File: config.mk
export PLATFORM = sky130hd
export DESIGN_NAME = matrix_write_ctrl
export DESIGN_NICKNAME = d
export VERILOG_FILES = /design/src/rtl/mat_pkg.sv /design/src/rtl/mat_idx_alloc.sv /design/src/rtl/matrix_write_ctrl.sv
export SDC_FILE = /design/constraint.sdc
export NUM_CORES = 1
export LEC_CHECK = 0
export ABC_AREA = 0
export CAP_MARGIN = 10
export CORE_UTILIZATION = 35
export DETAILED_ROUTE_END_ITERATION = 7
export PLACE_DENSITY = 0.61
export SYNTH_ARGS = -nofsm -noshare
export SYNTH_HDL_FRONTEND = slang
export SYNTH_SLANG_ARGS = --single-unit
File: constraint.sdc
create_clock -name clk -period 3.2 [get_ports clk]
set_clock_uncertainty 0.15 [all_clocks]
set_input_delay 0.64 -clock clk [delete_from_list [all_inputs] [get_ports clk]]
set_output_delay 0.64 -clock clk [all_outputs]
set_load 0.03 [all_outputs]
File: src/rtl/mat_pkg.sv
// Shared constants, state/error encodings and dimension check for the matrix
// write sequencer.
package mat_pkg;

  localparam int DATA_WIDTH     = 8;
  localparam int MAX_SIZE       = 5;
  localparam int MATRIX_NUM     = 8;
  localparam int FIRST_FREE_IDX = 4;
  localparam int MEM_DEPTH      = 25;
  localparam int MATRIX_IDX_W   = 3;
  localparam int DIM_W          = 3;
  localparam int CNT_W          = 5;

  typedef enum logic [2:0] {
    ST_IDLE,
    ST_CHECK,
    ST_LOAD,
    ST_WRITE,
    ST_FIN
  } state_t;

  typedef enum logic [1:0] {
    ERR_NONE    = 2'd0,
    ERR_DIM     = 2'd1,
    ERR_TIMEOUT = 2'd2,
    ERR_CANCEL  = 2'd3
  } err_code_t;

  function automatic logic dims_bad(input logic [DIM_W-1:0] r,
                                    input logic [DIM_W-1:0] c,
                                    input logic [DIM_W-1:0] max_dim);
    return (r == '0) || (c == '0) || (r > max_dim) || (c > max_dim);
  endfunction

endpackage

File: src/rtl/mat_idx_alloc.sv
// Round-robin allocator for storage slots FIRST_IDX..LAST_IDX; steps once per
// advance pulse and wraps back to FIRST_IDX.
module mat_idx_alloc #(
  parameter int IDX_W     = mat_pkg::MATRIX_IDX_W,
  parameter int FIRST_IDX = mat_pkg::FIRST_FREE_IDX,
  parameter int LAST_IDX  = mat_pkg::MATRIX_NUM - 1
) (
  input  logic             clk_i,
  input  logic             rst_i,
  input  logic             advance_i,
  output logic [IDX_W-1:0] idx_o
);
  import mat_pkg::*;

  logic [IDX_W-1:0] idx_q, idx_d;

  always_comb begin
    idx_d = idx_q;
    if (advance_i) begin
      if (idx_q == IDX_W'(LAST_IDX)) idx_d = IDX_W'(FIRST_IDX);
      else                           idx_d = idx_q + IDX_W'(1);
    end
  end

  always_ff @(posedge clk_i) begin
    if (rst_i) idx_q <= IDX_W'(FIRST_IDX);
    else       idx_q <= idx_d;
  end

  assign idx_o = idx_q;

endmodule

File: src/rtl/matrix_write_ctrl.sv
// Collects a row*col matrix element-by-element and writes it to
// multi_matrix_storage in a single wr_en cycle at a round-robin slot.
module matrix_write_ctrl #(
  parameter int DATA_WIDTH     = mat_pkg::DATA_WIDTH,
  parameter int MAX_SIZE       = mat_pkg::MAX_SIZE,
  parameter int MATRIX_NUM     = mat_pkg::MATRIX_NUM,
  parameter int FIRST_FREE_IDX = mat_pkg::FIRST_FREE_IDX,
  parameter int TIMEOUT_CYC    = 1000000
) (
  input  logic                                  clk,
  input  logic                                  rst,
  input  logic                                  start,
  input  logic [2:0]                            dim_row,
  input  logic [2:0]                            dim_col,
  input  logic                                  cancel,
  input  logic                                  elem_valid,
  input  logic [DATA_WIDTH-1:0]                 elem_data,
  output logic                                  elem_ready,
  output logic                                  wr_en,
  output logic [2:0]                            target_idx,
  output logic [2:0]                            write_row,
  output logic [2:0]                            write_col,
  output logic [mat_pkg::MEM_DEPTH*DATA_WIDTH-1:0] data_flat,
  output logic                                  busy,
  output logic                                  done,
  output logic                                  err,
  output logic [1:0]                            err_code
);
  import mat_pkg::*;

  localparam int FW = MEM_DEPTH * DATA_WIDTH;
  localparam int TW = $clog2(TIMEOUT_CYC + 1);

  state_t                  state_q;
  err_code_t               err_code_q;
  logic [DIM_W-1:0]        row_q, col_q, wrow_q, wcol_q;
  logic [CNT_W-1:0]        total_q, cnt_q;
  logic [TW-1:0]           idle_q;
  logic [FW-1:0]           buf_q, buf_wr, flat_q;
  logic [MATRIX_IDX_W-1:0] tgt_q, next_idx;
  logic                    wr_en_q, done_q, err_q, advance;

  assign advance = (state_q == ST_FIN);

  mat_idx_alloc #(
    .IDX_W    (MATRIX_IDX_W),
    .FIRST_IDX(FIRST_FREE_IDX),
    .LAST_IDX (MATRIX_NUM - 1)
  ) u_alloc (
    .clk_i    (clk),
    .rst_i    (rst),
    .advance_i(advance),
    .idx_o    (next_idx)
  );

  always_comb begin
    buf_wr = buf_q;
    for (int unsigned k = 0; k < MEM_DEPTH; k++) begin
      if (cnt_q == CNT_W'(k)) buf_wr[k*DATA_WIDTH +: DATA_WIDTH] = elem_data;
    end
  end

  always_ff @(posedge clk) begin
    if (rst) begin
      state_q    <= ST_IDLE;
      err_code_q <= ERR_NONE;
      row_q      <= '0;
      col_q      <= '0;
      total_q    <= '0;
      cnt_q      <= '0;
      idle_q     <= '0;
      buf_q      <= '0;
      flat_q     <= '0;
      tgt_q      <= '0;
      wrow_q     <= '0;
      wcol_q     <= '0;
      wr_en_q    <= 1'b0;
      done_q     <= 1'b0;
      err_q      <= 1'b0;
    end else begin
      wr_en_q <= 1'b0;
      done_q  <= 1'b0;
      err_q   <= 1'b0;
      unique case (state_q)
        ST_IDLE: begin
          if (start) begin
            row_q   <= dim_row;
            col_q   <= dim_col;
            buf_q   <= '0;
            cnt_q   <= '0;
            idle_q  <= '0;
            state_q <= ST_CHECK;
            // Dimension check is pre-registered so the err pulse lands in the CHECK cycle.
            if (dims_bad(dim_row, dim_col, DIM_W'(MAX_SIZE))) begin
              err_q      <= 1'b1;
              err_code_q <= ERR_DIM;
            end else begin
              err_code_q <= ERR_NONE;
            end
          end
        end
        ST_CHECK: begin
          total_q <= CNT_W'(row_q) * CNT_W'(col_q);
          if (dims_bad(row_q, col_q, DIM_W'(MAX_SIZE))) state_q <= ST_IDLE;
          else                                          state_q <= ST_LOAD;
        end
        ST_LOAD: begin
          if (cancel) begin
            err_q      <= 1'b1;
            err_code_q <= ERR_CANCEL;
            state_q    <= ST_IDLE;
          end else if (elem_valid) begin
            buf_q  <= buf_wr;
            cnt_q  <= cnt_q + CNT_W'(1);
            idle_q <= '0;
            if (cnt_q == total_q - CNT_W'(1)) begin
              wr_en_q <= 1'b1;
              tgt_q   <= next_idx;
              wrow_q  <= row_q;
              wcol_q  <= col_q;
              flat_q  <= buf_wr;
              state_q <= ST_WRITE;
            end
          end else if (idle_q == TW'(TIMEOUT_CYC - 1)) begin
            err_q      <= 1'b1;
            err_code_q <= ERR_TIMEOUT;
            state_q    <= ST_IDLE;
          end else begin
            idle_q <= idle_q + TW'(1);
          end
        end
        ST_WRITE: begin
          done_q  <= 1'b1;
          state_q <= ST_FIN;
        end
        ST_FIN:   state_q <= ST_IDLE;
        default:  state_q <= ST_IDLE;
      endcase
    end
  end

  assign elem_ready = (state_q == ST_LOAD);
  assign busy       = (state_q != ST_IDLE);
  assign wr_en      = wr_en_q;
  assign done       = done_q;
  assign err        = err_q;
  assign err_code   = err_code_q;
  assign target_idx = tgt_q;
  assign write_row  = wrow_q;
  assign write_col  = wcol_q;
  assign data_flat  = flat_q;

endmodule

==> metrics <==
GRT Residual Overflow 0; Critical Path Source state_q[2]$_SDFFE_PP0P_; DRC viols 0; max cap viols 0; Total Die Area 0.0539 mm²; I/O pin cnt 235; Synth Area in Compound Gates 19.0%; first-pass GRT wire length 81.8 mm; H-tree levels 2; Final nets 2164; Vias/cell 5.32; Antenna Nets Post-Route 0; Clk pin slew, worst setup/hold paths 0.06 ns; clock sink count 456; CTS tree built; cts bufs inserted 49; post-synthesis sequential area ratio 49.3%; setup bufs post-CTS 0; Top FF cell, synth dfxtp_1; Fmax 343 MHz; Avg Inst Size Synth 9.34 µm²; Async S/R FF share, synth 0%; post-layout util 44.5%; Rows 83; Clock Tree Buf Depth 3; combinational family with the most area after synthesis compound AO/OA/AOI/OAI gates; Mapped Nets 2015; vias post-DR 15135; final setup TNS 0 ns; fill count 4918; crit path max fanout 8; Area Overhead vs Synth 24.5%; PwrDens 506 mW/mm²; Post-Layout Cell Count 2847; multiplexer share of the synthesized area 11.5%; r2r setup slk 0.42 ns; Min-Delay Path Class primary input to flop; hold-fix buffers at CTS 0; setup ws final 0.281 ns; global placer's final weighted congestion 0.831; actual slew at the worst max-slew pin 0.961 ns; Min-Delay Startpoint rst; Hold Worst Slack 0.247 ns; startpoint types flop; root cell of the clock tree clkbuf_16; commonest non-fill, non-tap cell in the layout dfxtp_1; reg-to-reg endpoint data_flat[57]$_SDFFE_PP0P_; Synth cell types 53; Peak supply drop 340 µV; Avg WL per Cell 18.4 µm; Hold Path End total_q[1]$_SDFFE_PP0P_; critical path endpoint category primary output; Hold Fails Final Rpt 0; Antenna diodes 0; Synth Area in XOR/XNOR 0.993%; Placement Setup Slack 0.000649 ns; RSZ-0062 raised after global routing false; starting density of the core 35.8%; arrival time at the worst endpoint 2.13 ns; initial antenna violation count 0; hold path depth 2; Setup-failing EPs final 0; kind of critical path flop to primary output; worst r2r src total_q[0]$_SDFFE_PP0P_; vias in the first global route 14313; Simple-Gate Fraction of Synth Area 14.1%; PortBufs 234; Mapped Area 0.0185 mm²; required time of the critical path 2.41 ns; Synth Instances 1983; synth warn 0; final WL 52.4 mm; commonest non-fill, non-tap cells in the layout dfxtp_1 (456), nor2_1 (430), clkdlybuf4s50_1 (225); Slew Limit Headroom 35.4%; drt pass-1 iters 5; clk_lat worst skew 0.58 ns; largest net degree at the start of global routing 143; GRT Overall Usage 19.1%; Cells after DPL 2761; core area 0.0518 mm²; Synth Register Bits 456; Max Slew Vio Count 0; Leak 0.00725 µW; Synth Area in Adders 0.959%; Die Span Y 232 µm; Die X 232 µm; hpwl dp 33.5 mm; share of post-route cells with drive strength above 1 7.29%; Final Cycle Share 91.2%; 1st-iter DRT viols 974; post_cts resized 0; status completed; EDFF count, synth 0; worst reg-to-reg path cell count 9; Tmin final 2.92 ns
cell type report:
cell class / instances / area [µm²] / area share (%)
timing repair buffer: 278 / 2860 / 12.4
sequential: 456 / 9130 / 39.6
tap: 680 / 851 / 3.69
clock buffer: 68 / 1380 / 5.97
clock inverter: 18 / 166 / 0.721
multi-input combinational: 1334 / 8630 / 37.4
inverter: 13 / 48.8 / 0.212
sequential cells by signal, summed over array words and instances, names as in the netlist, 2 cells and up:
signal         count
target_idx         3
buf_q            200
idle_q            20
row_q              3
col_q              3
err_code           2
write_col          3
total_q            5
data_flat        200
u_alloc.idx_o      3
state_q            3
cnt_q              5
write_row          3
report_power, final:
group	switching, µW	internal (µW)
sequential	16.1	5690
clock	2350	3160
combinational	340	110
per-stage QoR:
step | power, µW | instance area [µm²]
after floorplan | 6110 | 18500
after global placement | 6280 | 21500
after CTS | 11800 | 23100
after detailed placement | 6280 | 21500
final | 11700 | 23100
after global routing | 12100 | 23100
cell usage after synthesis, drive strengths merged, types with 15 or more instances:
cell	n	area share, %
nor3	26	0.70
clkbuf	135	2.7
mux2i	212	11
and2	15	0.51
nand2	32	0.66
a211oi	204	8.3
o21ai	31	0.84
dfxtp	456	49
a22oi	192	7.8
nor2	448	9.3
nand3	29	0.78
a21oi	32	0.86
buf	45	1.2
critical path: stages (launching register included):
cell	delay [ns]
dfxtp_1	0.39
nor2_1	0.31
and2_1	0.19
clkdlybuf4s50_1	0.67
per-layer routing:
metal | GRT usage [%] | wire, µm | vias up
met1 | 26.1 | 24400 | 7218
met3 | 3.19 | 2750 | 81
met2 | 30.3 | 24000 | 398
met5 | 0 | 0 | -
li1 | - | - | 7438
met4 | 6.33 | 1260 | 0
worst max path at each step:
| stage | to | slack [ns] | depth (start not counted) |
|---|---|---|---|
| 4_1_cts | elem_ready | 0.24 | 3 |
| 3_3_place_gp | buf_q[42]$_SDFFE_PP0P_ | 0.13 | 7 |
| 3_5_place_dp | buf_q[45]$_SDFFE_PP0P_ | 0.0006 | 7 |
| 2_1_floorplan | data_flat[59]$_SDFFE_PP0P_ | 0.84 | 8 |
| 5_1_grt | elem_ready | 0.18 | 3 |
| 6_report | elem_ready | 0.28 | 3 |
cells by family (layout without fill, tap and decap cells):
| kind of cell | Yosys count | in the layout |
|---|---|---|
| buf+inv | 193 | 377 |
| compound gates | 484 | 484 |
| flops | 456 | 456 |
| simple gates | 604 | 604 |
| xor+xnor | 21 | 21 |
| mux | 212 | 212 |
| fa+ha+maj | 13 | 13 |
No activity file was read; power rests on OpenSTA's default activity.
